`config.mk`:
```
export PLATFORM = sky130hd
export DESIGN_NAME = ps2_event_ctrl
export DESIGN_NICKNAME = d
export VERILOG_FILES = /design/src/rtl/ps2_pkg.sv /design/src/rtl/ps2_event_fifo.sv /design/src/rtl/ps2_event_ctrl.sv
export SDC_FILE = /design/constraint.sdc
export NUM_CORES = 1
export LEC_CHECK = 0
export ABC_AREA = 1
export CAP_MARGIN = 30
export CORE_MARGIN = 4
export CORE_UTILIZATION = 51
export DETAILED_ROUTE_END_ITERATION = 6
export MAX_ROUTING_LAYER = met4
export PLACE_DENSITY = 0.77
export SLEW_MARGIN = 20
export SYNTH_ARGS = -nofsm -noshare
export SYNTH_HDL_FRONTEND = slang
export SYNTH_SLANG_ARGS = --single-unit
```
`constraint.sdc`:
```
create_clock -name clk -period 2.2 [get_ports clk]
set_input_delay 0.33 -clock clk [delete_from_list [all_inputs] [get_ports clk]]
set_output_delay 0.33 -clock clk [all_outputs]
set_load 0.01 [all_outputs]
```
`src/rtl/ps2_pkg.sv`:
```
// Shared constants and types for the PS/2 key-event sequencer.
package ps2_pkg;

    localparam logic [7:0] PS2_EXT  = 8'hE0;
    localparam logic [7:0] PS2_BRK  = 8'hF0;
    localparam logic [7:0] PS2_ERR0 = 8'h00;
    localparam logic [7:0] PS2_ERRF = 8'hFF;

    localparam int EV_W = 10;

    typedef enum logic [1:0] {
        S_IDLE = 2'd0,
        S_E0   = 2'd1,
        S_F0   = 2'd2,
        S_E0F0 = 2'd3
    } state_e;

    typedef struct packed {
        logic       ext;
        logic       brk;
        logic [7:0] code;
    } ev_t;

endpackage

```
`src/rtl/ps2_event_fifo.sv`:
```
// Synchronous first-word-fall-through FIFO for key events.
module ps2_event_fifo
    import ps2_pkg::*;
#(
    parameter int WIDTH = EV_W,
    parameter int DEPTH = 4
) (
    input  logic             clk,
    input  logic             rst,
    input  logic             push,
    input  logic             pop,
    input  logic [WIDTH-1:0] din,
    output logic             full,
    output logic             empty,
    output logic [WIDTH-1:0] dout
);

    localparam int AW = $clog2(DEPTH);

    logic [WIDTH-1:0] mem_q [DEPTH];
    logic [WIDTH-1:0] mem_d [DEPTH];
    logic [AW-1:0]    wr_ptr_q, wr_ptr_d;
    logic [AW-1:0]    rd_ptr_q, rd_ptr_d;
    logic [AW:0]      cnt_q, cnt_d;
    logic             do_push, do_pop;

    assign empty = (cnt_q == '0);
    assign full  = (cnt_q == (AW+1)'(DEPTH));
    assign dout  = mem_q[rd_ptr_q];

    // A pop frees the slot in the same cycle, so a full FIFO may still push.
    assign do_pop  = pop & ~empty;
    assign do_push = push & (~full | do_pop);

    always_comb begin
        mem_d    = mem_q;
        wr_ptr_d = wr_ptr_q;
        rd_ptr_d = rd_ptr_q;
        cnt_d    = cnt_q;
        if (do_push) begin
            mem_d[wr_ptr_q] = din;
            wr_ptr_d        = wr_ptr_q + 1'b1;
        end
        if (do_pop) begin
            rd_ptr_d = rd_ptr_q + 1'b1;
        end
        if (do_push && !do_pop) begin
            cnt_d = cnt_q + 1'b1;
        end else if (!do_push && do_pop) begin
            cnt_d = cnt_q - 1'b1;
        end
    end

    always_ff @(posedge clk) begin
        if (rst) begin
            wr_ptr_q <= '0;
            rd_ptr_q <= '0;
            cnt_q    <= '0;
        end else begin
            wr_ptr_q <= wr_ptr_d;
            rd_ptr_q <= rd_ptr_d;
            cnt_q    <= cnt_d;
        end
    end

    always_ff @(posedge clk) begin
        mem_q <= mem_d;
    end

endmodule

```
`src/rtl/ps2_event_ctrl.sv`:
```
// PS/2 byte stream to key-event sequencer: prefix FSM, timeout,
// error/overflow accounting and an event FIFO.
module ps2_event_ctrl
    import ps2_pkg::*;
#(
    parameter int FIFO_DEPTH  = 4,
    parameter int TIMEOUT_CYC = 50000,
    parameter int TMO_W       = 16
) (
    input  logic       clk,
    input  logic       rst,
    input  logic       byte_valid,
    input  logic [7:0] byte_data,
    input  logic       byte_err,
    output logic       ev_valid,
    input  logic       ev_ready,
    output logic [7:0] ev_code,
    output logic       ev_ext,
    output logic       ev_break,
    output logic       overflow,
    output logic [7:0] err_cnt,
    input  logic       clr_sticky,
    output logic       busy
);

    state_e      state_q, state_d;
    logic [TMO_W-1:0] tmo_q, tmo_d;
    logic [7:0]  err_cnt_q, err_cnt_d;
    logic        ovf_q, ovf_d;

    logic        err;
    logic        emit;
    ev_t         emit_ev;
    logic        tmo_hit;
    logic        fifo_full, fifo_empty, pop;
    logic [EV_W-1:0] fifo_dout;
    ev_t         head;

    assign tmo_hit = (state_q != S_IDLE) && !byte_valid
                   && (tmo_q == TMO_W'(TIMEOUT_CYC - 1));

    always_comb begin
        state_d = state_q;
        err     = 1'b0;
        emit    = 1'b0;
        emit_ev = '{ext: 1'b0, brk: 1'b0, code: byte_data};
        if (byte_valid && byte_err) begin
            err     = 1'b1;
            state_d = S_IDLE;
        end else if (byte_valid) begin
            unique case (state_q)
                S_IDLE: begin
                    if (byte_data == PS2_EXT) begin
                        state_d = S_E0;
                    end else if (byte_data == PS2_BRK) begin
                        state_d = S_F0;
                    end else if (byte_data == PS2_ERR0 || byte_data == PS2_ERRF) begin
                        err = 1'b1;
                    end else begin
                        emit = 1'b1;
                    end
                end
                S_E0: begin
                    if (byte_data == PS2_BRK) begin
                        state_d = S_E0F0;
                    end else if (byte_data != PS2_EXT) begin
                        emit        = 1'b1;
                        emit_ev.ext = 1'b1;
                        state_d     = S_IDLE;
                    end
                end
                S_F0: begin
                    if (byte_data == PS2_EXT) begin
                        err     = 1'b1;
                        state_d = S_E0;
                    end else if (byte_data != PS2_BRK) begin
                        emit        = 1'b1;
                        emit_ev.brk = 1'b1;
                        state_d     = S_IDLE;
                    end
                end
                S_E0F0: begin
                    if (byte_data == PS2_EXT || byte_data == PS2_BRK) begin
                        err = 1'b1;
                    end else begin
                        emit        = 1'b1;
                        emit_ev.ext = 1'b1;
                        emit_ev.brk = 1'b1;
                    end
                    state_d = S_IDLE;
                end
                default: state_d = S_IDLE;
            endcase
        end else if (tmo_hit) begin
            err     = 1'b1;
            state_d = S_IDLE;
        end
    end

    always_comb begin
        tmo_d = tmo_q + 1'b1;
        if (byte_valid || state_q == S_IDLE || tmo_hit) begin
            tmo_d = '0;
        end
    end

    always_comb begin
        err_cnt_d = err_cnt_q;
        ovf_d     = ovf_q;
        if (clr_sticky) begin
            err_cnt_d = '0;
            ovf_d     = 1'b0;
        end else begin
            if (err && err_cnt_q != 8'hFF) begin
                err_cnt_d = err_cnt_q + 8'd1;
            end
            if (emit && fifo_full && !pop) begin
                ovf_d = 1'b1;
            end
        end
    end

    always_ff @(posedge clk) begin
        if (rst) begin
            state_q   <= S_IDLE;
            tmo_q     <= '0;
            err_cnt_q <= '0;
            ovf_q     <= 1'b0;
        end else begin
            state_q   <= state_d;
            tmo_q     <= tmo_d;
            err_cnt_q <= err_cnt_d;
            ovf_q     <= ovf_d;
        end
    end

    assign pop = ev_valid & ev_ready;

    ps2_event_fifo #(
        .WIDTH (EV_W),
        .DEPTH (FIFO_DEPTH)
    ) u_fifo (
        .clk   (clk),
        .rst   (rst),
        .push  (emit),
        .pop   (pop),
        .din   (emit_ev),
        .full  (fifo_full),
        .empty (fifo_empty),
        .dout  (fifo_dout)
    );

    // Storage is not reset, so the head is masked while nothing is held.
    assign head     = ev_t'(fifo_dout);
    assign ev_valid = ~fifo_empty;
    assign ev_code  = ev_valid ? head.code : 8'h00;
    assign ev_ext   = ev_valid & head.ext;
    assign ev_break = ev_valid & head.brk;
    assign overflow = ovf_q;
    assign err_cnt  = err_cnt_q;
    assign busy     = (state_q != S_IDLE);

endmodule

```
Word level (Yosys, flattened, before mapping). Index checks and enable logic that the tools add are counted. W data, S select, Z words.

$add $sub $neg: 6. Magnitude comparators: 3. Equality and inequality tests: 14. Muxes and demuxes: 43. Bitwise operators: 10. Reductions and logical operators: 27.

Operators by type and width (count): $bwmux W40 (1); $mux W10 (3); $eq A8 B8 Y1 const B (3); $ne A8 B8 Y1 const B (3); $mux W2 (11); $bmux W10 S2 (1); $demux W10 S2 (1); $mux W1 (18); $add A16 B1 Y16 const B (1); $eq A16 B16 Y1 const B (1); $ne A4 B4 Y1 const B (3); $logic_and A1 B1 Y1 (9); $add A8 B1 Y8 const B (1); $logic_not A8 Y1 (1); $mux W8 (1); $pmux W2 S4 (1); $ge A3 B3 Y1 const B (2); $mux W3 (2); $not A2 Y3 (2); $reduce_bool A2 Y1 (3); $reduce_or A2 Y1 (3); $and A1 B1 Y1 (5); $add A2 B1 Y2 const B (2); $eq A2 B2 Y1 const B (2); other kinds (15) (23).

Bits in registers: 74.

Longest topological paths before layout. Gate-level depths: netlist of the first run.

Depth after elaboration: 13. Mapped depth: 15. Mapped depth without buffers: 15.

Cells and area by module. From an unflattened synthesis of the first run, not the netlist that was laid out.

Cell total of the unflattened synthesis: 418. Area, all modules: 3559.7 um2.

Modules (own cells, without submodules): ps2_event_fifo (times used 1, cells each 165, area each 1946.9 um2); ps2_event_ctrl (times used 1, cells each 253, area each 1612.8 um2).

Worst setup path before layout of the first run. OpenSTA, ideal clock, no wires.

Path kind: input to register. From: input port byte_data[6]. To: register u_fifo.cnt_q[2]. Setup time: 0.122 ns. Arrival: 1.955 ns. Required time: 2.078 ns. Setup slack: 0.123 ns. Stages on the path: 14. Buffers on the path: 0. Path through: nand2_1 > nor2_2 > nand2_1 > nand2_1 > nor2_1 > nand3_1 > nor2_1 > ha_1 > inv_1 > fa_1 > a21oi_1 > o21ai_0 > o21ai_0 > a21oi_1.

Cells in the longest elaborated chain, start to end: 12.

Ends and longest elaborated chain: from (decl) (RTL line ps2_event_ctrl.sv:13) `input logic [7:0] byte_data,`; $eq A8 B8 Y1 / $logic_not A8 Y1 (equally long branches) (RTL line ps2_event_ctrl.sv:57) `end else if (byte_data == PS2_ERR0 || byte_data == PS2_ERRF) begin`; $logic_or A1 B1 Y1 (RTL line ps2_event_ctrl.sv:57); $mux W1 (RTL line ps2_event_ctrl.sv:57); $mux W1 (RTL line ps2_event_ctrl.sv:55) `end else if (byte_data == PS2_BRK) begin`; $mux W1 (RTL line ps2_event_ctrl.sv:53) `if (byte_data == PS2_EXT) begin`; $pmux W1 S4 (*) (RTL line ps2_event_ctrl.sv:51) `unique case (state_q)`; $mux W1 (*) (RTL line ps2_event_ctrl.sv:50) `end else if (byte_valid) begin`; $mux W1 (*) (RTL line ps2_event_ctrl.sv:47) `if (byte_valid && byte_err) begin`; $and A1 B1 Y1 (*) (RTL line ps2_event_fifo.sv:33) `assign do_push = push & (~full | do_pop);`; net u_fifo.do_push (RTL line ps2_event_fifo.sv:25) `logic do_push, do_pop;`; $logic_not A1 Y1 (RTL line ps2_event_fifo.sv:49) `end else if (!do_push && do_pop) begin`; $logic_and A1 B1 Y1 (RTL line ps2_event_fifo.sv:49); $reduce_bool A2 Y1 (no source line); to (signal assigned) (RTL line ps2_event_fifo.sv:62) `cnt_q <= cnt_d;`; to (decl) (RTL line ps2_event_fifo.sv:24) `logic [AW:0] cnt_q, cnt_d;`.

The timed path passes the listed nets; every way through them passes the cells marked *. A chain may end at the register's enable or synchronous reset.

Worst setup path in the final report of the first run.
From: input port byte_data[0]. To: register u_fifo.cnt_q[2].

Same word-level chain as after synthesis.

==> results.txt, run 1 <==
status: completed
CP peak stage delay: 380 ps
first-pass GRT wire length: 12.8 mm
crit-path max FO: 4
commonest non-fill, non-tap cells in the layout: nor2_1 (77), nand2_1 (52), inv_1 (42), buf_4 (42), edfxtp_1 (40)
Top Ports: 35
Cell Area, Synth: 3470 µm²
Syn Inst Count: 403
PnR worst setup slack: 116 ps
total gr overflow: 0
register area: 1880 µm²
CTS max path bufs: 2
drt drc: 0
PwrDens: 856 nW/µm²
Syn. warnings: 0
Core Box Area: 6490 µm²
fin util: 68.5%
f_max: 480 MHz
initial antenna violation count: 0
Hold/Removal Path Class: input pin to flip-flop
synth unique cells: 32
footprint of the multi-input gates: 1380 µm²
final antenna-violating net count: 0
WS Path Type: input pin to flip-flop
Max-slew headroom: 77.6%
RSZ-0062 raised after global routing: true
critical path cell sequence: dlygate4sd2_1, inv_2, nand2_1, nor2_2, nand2_2, nand2_1, nor2_2, nand3_1, nor2_2, ha_1, inv_1, fa_1, a21oi_1, o21ai_1, o21ai_1, a21oi_1
Seq/Total Area, Yosys: 54.2%
required time of the critical path: 2430 ps
Die X: 90.5 µm
syn avg cell area: 8.61 µm²
Ant. Diodes: 0
Die H: 90.5 µm
clock latency on the worst-skew pair: 350 ps
drt via density: 5.15
Clock Sink Count: 74
gpl congestion: 0.876
Peak supply drop: 381 µV
Starting Density: 53.4%
Num CTS Buffers: 9
via count: 2903
Root Buffer: clkbuf_8
Slew Limit Fails: 0
FP Rows: 29
die area: 8190 µm²
H-tree levels: 3
max_cap viols: 0
Synth-to-Final Area Change: 28.3%
CTS tree: built
Worst EP arrival: 2320 ps
vias in the first global route: 2869
commonest non-fill, non-tap cell in the layout: nor2_1
Slew @ Worst Pin: 334 ps
clock skew: 8.26 ps
gr usage total: 19.5%
post-synthesis net count: 425
Worst path slowest cell: fa_1
Final Hold Fails: 0
Final Cycle Share: 94.7%
wire length per cell: 13.0 µm
FILL cells: 520
final setup vio count: 0
clock-pin slew on the worst setup and hold paths: 80 ps
pre-CTS setup slack: -592 ps
pin count of the biggest net entering global routing: 22
crit start category: input pin
# nets final: 504
CP most frequent cell: nor2_2
LEAKAGE: 0.00184 µW
initial DRC count: 110
fin crit period: 2080 ps
CP endpoint kind: flip-flop
total power: 3810 µW
Yosys reg bits: 74
Pre-antenna DRT Iters: 4
DRT Wirelength: 7.31 mm
Port Buffers: 34
Post-DP HPWL: 5.18 mm
layout cells sized above 1: 17.5%
## kinds of logic (layout without fill, tap and decap cells)
logic type,after synthesis,in the layout,synth area share [%]
and+or+nand+nor,182,182,23.5
AOI/OAI and AO/OA,77,77,11.4
DFF,74,74,54.2
buffers and inverters,56,140,6.27
adders and majority gates,8,8,3.10
xor gates and xnor gates,6,6,1.51
## layout make-up
type | instances | share of cell area [%]
flip-flops and latches | 74 | 42.3
inverters | 48 | 4.13
multi-input cells | 273 | 31.0
clock buffers | 10 | 2.87
clock inverters | 6 | 2.59
repair buffers | 76 | 14.9
well taps | 77 | 2.16
## final timing paths
| kind | depth (start not counted) | slack (ps) | start | end |
|---|---|---|---|---|
| setup / recovery | 16 | 120 | byte_data[0] | u_fifo.cnt_q[2]$_SDFFE_PP0P_ |
| hold / removal | 2 | 360 | byte_data[6] | u_fifo.mem_q[36]$_DFFE_PP_ |
| hold reg to reg | 1 | 470 | tmo_q[0]$_SDFF_PP0_ | tmo_q[0]$_SDFF_PP0_ |
| setup reg to reg | 11 | 220 | state_q[1]$_SDFFE_PP0P_ | u_fifo.cnt_q[2]$_SDFFE_PP0P_ |
## power breakdown
part | switching [µW] | internal (µW)
combinational | 536 | 440
clock | 510 | 757
sequential | 44.3 | 1520
total | 1090 | 2720
## repair_timing
item                                    CTS  global route
hold buffers                              0             0
pin swaps                                 3             1
resized for setup                        17            10
hold endpoints to repair                  0             0
cloned                                    0             0
endpoints found under the setup margin    8            47
buffers inserted                          6             0
## Yosys cell counts
cell / number / area share [%]
nor2_4: 2 / 0.65
xor2_1: 6 / 1.5
inv_1: 43 / 4.7
nor3_4: 1 / 0.47
buf_1: 1 / 0.11
clkbuf_1: 6 / 0.65
nor3_2: 2 / 0.58
a31o_2: 1 / 0.25
ha_1: 7 / 2.5
nand4_1: 3 / 0.54
o21a_1: 1 / 0.22
buf_6: 1 / 0.32
nand4_2: 1 / 0.36
inv_2: 5 / 0.54
dfxtp_1: 34 / 20
nand2_2: 4 / 0.72
or2_0: 1 / 0.18
and3_1: 1 / 0.18
nor3_1: 6 / 0.87
o21ai_0: 36 / 5.2
nand3_1: 22 / 3.2
nor3b_2: 1 / 0.36
nand2_1: 54 / 5.8
o2111ai_1: 1 / 0.25
edfxtp_1: 40 / 35
o21ai_1: 1 / 0.14
a21oi_1: 37 / 5.3
nor2_1: 79 / 8.5
nor2_2: 3 / 0.54
fa_1: 1 / 0.58
and2_1: 1 / 0.18
nand3_2: 1 / 0.29
## metrics by stage
stage / hold slack (ps) / TNS, ps / area [µm²] / std cells
6_report: 364 / 0 / 4450 / 564
3_3_place_gp: 447 / -6720 / 4140 / 542
2_1_floorplan: 429 / 0 / 3470 / 403
3_5_place_dp: 455 / -9580 / 4140 / 542
5_1_grt: 375 / -61.2 / 4450 / 564
4_1_cts: 452 / -77.5 / 4430 / 564
## state kept, by name, summed over array words and instances (netlist names)
register,flops
u_fifo.mem_q,40
state_q,2
u_fifo.rd_ptr_q,2
tmo_q,16
u_fifo.cnt_q,3
u_fifo.wr_ptr_q,2
overflow,1
err_cnt,8
## critical path, delay by kind of cell
family                   cells  cell delay (ps)
AO/OA/AOI/OAI                4              420
AND/OR/NAND/NOR              7              670
buffers and inverters        3              380
adder cells (fa/ha/maj)      2              530
## metal layers
metal	up-vias	wire (µm)	global-route usage [%]
li1	1492	-	-
met1	1332	3260	23.5
met2	65	3670	32.3
met3	14	248	3.83
met4	0	131	7.65
met5	-	0	-
No activity file was read; power rests on OpenSTA's default activity.
==> inputs of run 2 (changes only) <==
--- a/config.mk
+++ b/config.mk
@@ -5,13 +5,13 @@
 export SDC_FILE = /design/constraint.sdc
 export NUM_CORES = 1
 export LEC_CHECK = 0
-export ABC_AREA = 1
 export CAP_MARGIN = 30
 export CORE_MARGIN = 4
-export CORE_UTILIZATION = 51
+export CORE_UTILIZATION = 50
 export DETAILED_ROUTE_END_ITERATION = 6
 export MAX_ROUTING_LAYER = met4
-export PLACE_DENSITY = 0.77
+export PLACE_DENSITY = 0.75
+export REMOVE_ABC_BUFFERS = 1
 export SLEW_MARGIN = 20
 export SYNTH_ARGS = -nofsm -noshare
 export SYNTH_HDL_FRONTEND = slang
==> results.txt, run 2 <==
fin util: 67.0%
sw frac: 28.1%
hold bufs inserted after CTS: 0
Root Buffer: clkbuf_8
drt via density: 5.26
Logic pwr share: 30.5%
Num CTS Buffers: 9
CP endpoint kind: flip-flop
Post-synth ARST share: 0%
WS Path Type: input pin to flip-flop
P_int: 2700 µW
critical path cell sequence: buf_2, buf_6, nand4_1, nor2_2, or2_4, a2111oi_4, ha_2, inv_2, fa_2, xor2_2, or3_1, a21oi_1
Hold Crit Start: byte_data[4]
Worst R2R End: u_fifo.cnt_q[2]$_SDFFE_PP0P_
Port Buffers: 34
clock latency on the worst-skew pair: 350 ps
hold path cells: 2
H-tree levels: 3
synth top area cells: edfxtp_1 (37%), dfxtp_1 (21%), mux4_2 (6.9%), nor2_1 (4.7%), and2_1 (3.6%)
max_cap viols: 0
layout cells sized above 1: 27.4%
syn avg cell area: 12.3 µm²
FP Rows: 29
RR Startpoint: u_fifo.cnt_q[2]$_SDFFE_PP0P_
Reg2Reg Setup Slack: -80 ps
wire length per cell: 14.9 µm
footprint of the multi-input gates: 1350 µm²
Core Box Area: 6350 µm²
Post-synth EDFFs: 40
register area: 1880 µm²
initial antenna violation count: 0
Clock Sink Count: 74
Slew @ Worst Pin: 481 ps
LEAKAGE: 0.00157 µW
vias in the first global route: 2238
Worst EP arrival: 2660 ps
crit-path leading delay family: simple AND/OR/NAND/NOR gates
area leader, netlist: edfxtp_1
Hold Path End: u_fifo.mem_q[34]$_DFFE_PP_
final antenna-violating net count: 0
f_max: 420 MHz
Pre-antenna DRT Iters: 4
PnR worst setup slack: -182 ps
Max-slew headroom: 67.8%
# nets final: 367
failing checks: negative setup slack
Worst path slowest cell: a2111oi_4
Seq/Total Area, Yosys: 57.7%
Synth Flop Type: edfxtp_1
synth unique cells: 45
Syn Inst Count: 265
most frequent cells after synthesis: nor2_1 (41), edfxtp_1 (40), dfxtp_1 (34), and2_1 (19), nand2_1 (13)
WP buf/inv: 3
final setup vio count: 1
CTS max path bufs: 2
largest register by flop count: u_fifo.mem_q
Die X: 88.8 µm
fin crit period: 2380 ps
RSZ-0062 raised after global routing: true
clock skew: 11.2 ps
Peak supply drop: 695 µV
top-count cell post-synth: nor2_1
crit start category: input pin
Final Cycle Share: 108%
drt drc: 0
CP peak stage delay: 380 ps
Largest register FFs: 40
PwrDens: 884 nW/µm²
commonest non-fill, non-tap cells in the layout: nor2_1 (40), edfxtp_1 (40), dfxtp_1 (33), buf_4 (33), and2_1 (19)
clock share of power: 27.7%
first-pass GRT wire length: 10.7 mm
DRT Wirelength: 6.38 mm
Hold/Removal Path Class: input pin to flip-flop
NetSw: 1060 µW
total gr overflow: 0
CTS tree: built
gr usage total: 18.8%
crit-path max FO: 6
cells on worst reg2reg path: 8
Yosys reg bits: 74
pin count of the biggest net entering global routing: 16
Synth-to-Final Area Change: 30.4%
clock-pin slew on the worst setup and hold paths: 80 ps
via count: 2244
Die H: 88.8 µm
Starting Density: 51.4%
Final Hold Fails: 0
pre-CTS setup slack: -1030 ps
Post-DP HPWL: 4.48 mm
required time of the critical path: 2480 ps
initial DRC count: 53
Syn. warnings: 0
Ant. Diodes: 0
Top Ports: 35
status: complete, but fails checks
FILL cells: 479
Slew Limit Fails: 0
die area: 7880 µm²
Yosys top cell area share: 36.8%
gpl congestion: 0.773
Cell Area, Synth: 3260 µm²
Flop pwr share: 41.8%
-- run 2: area by class of cell --
class                      count  share of cell area, %
clock buffer                   9                   2.91
clock inverter                 7                   1.82
inverter                       6                  0.529
multi-input combinational    177                   31.7
sequential                    74                   44.2
tap                           77                   2.26
timing repair buffer          77                   16.5
-- run 2: cells by family (layout without fill, tap and decap cells) --
kind of cell,Yosys count,in the layout,synth area share (%)
adders and majority gates,8,8,3.30
and+or+nand+nor,111,111,17.8
xor gates and xnor gates,21,21,5.64
AOI/OAI and AO/OA,24,24,6.06
buffers and inverters,14,99,1.69
DFF,74,74,57.7
muxes,13,13,7.82
-- run 2: metal layers --
layer,vias up,global-route usage [%],share of wire (%)
met5,-,-,0
met4,0,9.48,2.3
li1,1114,-,-
met2,49,29.4,49
met3,11,3.17,3.7
met1,1070,23.6,45
-- run 2: power groups by stage --
stage                     Clock [µW]  Combinational [µW]  Sequential [µW]
final                           1040                1150             1570
after global routing            1140                1260             1580
after CTS                       1070                1140             1570
after detailed placement           0                1170             1600
after global placement             0                1150             1590
after floorplan                    0                 525             1640
-- run 2: timing repair --
action | in CTS | in global routing
buffers inserted | 4 | 2
setup endpoints to repair | 53 | 5
resized for setup | 42 | 19
pin swaps | 4 | 7
-- run 2: how the worst max path moves through the flow --
stage                            start                      endpoint  slack (ps)  depth (start not counted)
after floorplan           byte_data[1]  u_fifo.cnt_q[2]$_SDFFE_PP0P_        -440                         10
after global placement    byte_data[4]  u_fifo.cnt_q[2]$_SDFFE_PP0P_        -910                         12
after detailed placement  byte_data[4]  u_fifo.cnt_q[2]$_SDFFE_PP0P_       -1030                         12
after CTS                 byte_data[4]  u_fifo.cnt_q[2]$_SDFFE_PP0P_        -160                         12
after global routing      byte_data[5]  u_fifo.cnt_q[2]$_SDFFE_PP0P_        -230                         12
final                     byte_data[5]  u_fifo.cnt_q[2]$_SDFFE_PP0P_        -180                         12
-- run 2: stage by stage --
stage	TNS [ps]	cell area, µm²	power, µW	instances	hold slack, ps
2_1_floorplan	-547	3230	2170	257	399
3_3_place_gp	-20170	4010	2740	405	450
3_5_place_dp	-23440	4010	2770	405	464
4_1_cts	-163	4270	3780	425	396
5_1_grt	-226	4260	3980	427	270
6_report	-182	4260	3760	427	278
==> inputs of run 3 (changes only) <==
--- a/config.mk
+++ b/config.mk
@@ -7,12 +7,14 @@
 export LEC_CHECK = 0
 export CAP_MARGIN = 30
 export CORE_MARGIN = 4
-export CORE_UTILIZATION = 50
+export CORE_UTILIZATION = 51
+export CTS_CLUSTER_DIAMETER = 30
 export DETAILED_ROUTE_END_ITERATION = 6
 export MAX_ROUTING_LAYER = met4
-export PLACE_DENSITY = 0.75
+export PLACE_DENSITY = 0.76
 export REMOVE_ABC_BUFFERS = 1
 export SLEW_MARGIN = 20
 export SYNTH_ARGS = -nofsm -noshare
 export SYNTH_HDL_FRONTEND = slang
+export SYNTH_HIERARCHICAL = 1
 export SYNTH_SLANG_ARGS = --single-unit
==> results.txt, run 3 <==
largest register by flop count: u_fifo/mem_q
synth top area cells: edfxtp_1 (36%), dfxtp_1 (20%), mux4_2 (6.7%), nor2_1 (3.9%), xor2_1 (2.9%)
drt drc: 0
Port Buffers: 34
P_int: 2560 µW
Final Hold Fails: 0
commonest non-fill, non-tap cell in the layout: buf_4
RR Startpoint: state_q[1]$_SDFFE_PP0P_
clock share of power: 29.6%
PwrDens: 800 nW/µm²
FP Rows: 29
Setup crit start: byte_data[4]
Max-slew headroom: 71.1%
fin util: 69.9%
Flop pwr share: 43.9%
gpl congestion: 0.811
crit start category: input pin
Logic pwr share: 26.5%
clock skew: 12.6 ps
Starting Density: 52.6%
sw frac: 28.4%
Syn Inst Count: 281
CTS tree: built
Pre-antenna DRT Iters: 4
RSZ-0062 raised after global routing: true
Slew @ Worst Pin: 431 ps
Area after DPL: 4140 µm²
Top Ports: 35
gr usage total: 19.5%
commonest non-fill, non-tap cells in the layout: buf_4 (45), edfxtp_1 (40), nor2_1 (33), dfxtp_1 (31), nand2_1 (16)
Synth-to-Final Area Change: 33.0%
Yosys reg bits: 74
area leader, netlist: edfxtp_1
Num CTS Buffers: 9
Hold Crit Start: byte_data[2]
Die H: 89.1 µm
most frequent cells after synthesis: edfxtp_1 (40), nor2_1 (35), dfxtp_1 (34), nand2_1 (18), nor2b_1 (14)
DRT Wirelength: 7.04 mm
hold bufs inserted after CTS: 0
Core Box Area: 6390 µm²
Syn. warnings: 6
CTS max path bufs: 2
Post-synth ARST share: 0%
wire length per cell: 15.6 µm
Post-DP HPWL: 4.82 mm
Clock Sink Count: 74
die area: 7940 µm²
total gr overflow: 0
synth unique cells: 52
Root Buffer: clkbuf_8
vias in the first global route: 2502
Slew Limit Fails: 0
# nets final: 391
crit-path max FO: 3
via count: 2412
Final TNS setup: -391 ps
Synth Flop Type: edfxtp_1
Hold/Removal Path Class: input pin to flip-flop
clock latency on the worst-skew pair: 340 ps
Yosys top cell area share: 35.8%
failing checks: negative setup slack
f_max: 423 MHz
PnR worst setup slack: -161 ps
total power: 3570 µW
Peak supply drop: 654 µV
Seq/Total Area, Yosys: 56.1%
clock-pin slew on the worst setup and hold paths: 90 ps
initial DRC count: 116
Hold WS: 219 ps
Worst EP arrival: 2640 ps
final setup vio count: 12
layout cells sized above 1: 31.8%
Cell Area, Synth: 3360 µm²
H-tree levels: 3
Final Cycle Share: 107%
NetSw: 1010 µW
fin crit period: 2360 ps
pin count of the biggest net entering global routing: 17
Post-synth EDFFs: 40
Die X: 89.1 µm
Largest register FFs: 40
required time of the critical path: 2480 ps
Ant. Diodes: 0
initial antenna violation count: 0
max_cap viols: 0
LEAKAGE: 0.00164 µW
status: complete, but fails checks
final antenna-violating net count: 0
syn avg cell area: 11.9 µm²
WS Path Type: input pin to flip-flop
drt via density: 5.35
fin area: 4470 µm²
CP endpoint kind: flip-flop
top-count cell post-synth: edfxtp_1
first-pass GRT wire length: 11.4 mm
[run 3: routing by layer]
metal  vias to the layer above  share of wire [%]  GRT usage [%]
met5                         -                  0              -
met4                         0               0.60           5.41
met3                         8                4.6           4.98
met2                        56                 53           33.1
met1                      1148                 42           23.1
li1                       1200                  -              -
[run 3: final cells by class]
| cell class | instances | area (µm²) |
|---|---|---|
| clock buffer | 9 | 124 |
| clock inverter | 7 | 76.3 |
| fill | 457 | 1920 |
| inverter | 11 | 41.3 |
| multi-input combinational | 189 | 1500 |
| sequential | 74 | 1890 |
| tap | 77 | 96.3 |
| timing repair buffer | 84 | 744 |
[run 3: final timing paths]
kind | to | slack [ps] | cells past startpoint
setup / recovery | u_fifo/cnt_q[2]$_SDFFE_PP0P_ | -160 | 13
hold / removal | u_fifo/mem_q[12]$_DFFE_PP_ | 220 | 1
setup reg to reg | u_fifo/cnt_q[2]$_SDFFE_PP0P_ | -130 | 12
hold reg to reg | overflow$_SDFFE_PP0P_ | 490 | 2
[run 3: power by group through the flow]
stage,clock [µW],combinational [µW],sequential (µW)
6_report,1060,947,1570
5_1_grt,1140,1040,1570
4_1_cts,1080,948,1570
3_5_place_dp,0,1000,1600
3_3_place_gp,0,975,1590
2_1_floorplan,0,448,1630
[run 3: critical path, stage by stage]
cell	delay, ps
clkdlybuf4s15_1	260
nor4_2	440
nand2_2	130
a21oi_4	190
a2111oi_4	50
buf_4	150
a21boi_4	130
ha_2	190
inv_1	70
fa_2	190
xor2_1	70
or3_1	310
a21oi_1	120
[run 3: logic make-up after synthesis]
family / Yosys count / synth area share [%]
AO/OA/AOI/OAI: 30 / 6.41
adder cells (fa/ha/maj): 8 / 3.21
buffers and inverters: 18 / 2.27
flip-flops: 74 / 56.1
XOR/XNOR: 18 / 4.70
multiplexers: 15 / 8.35
AND/OR/NAND/NOR: 118 / 19.0
[run 3: repair_timing]
item                                    CTS  global route
resized for setup                        36            24
pin swaps                                 6             7
endpoints found under the hold margin     0             0
setup buffers                             4             4
endpoints found under the setup margin   61            50
[run 3: metrics by stage]
stage          instances  setup WS (ps)
2_1_floorplan        274           -511
3_3_place_gp         427          -1090
3_5_place_dp         427          -1180
4_1_cts              447           -181
5_1_grt              451           -254
6_report             451           -161
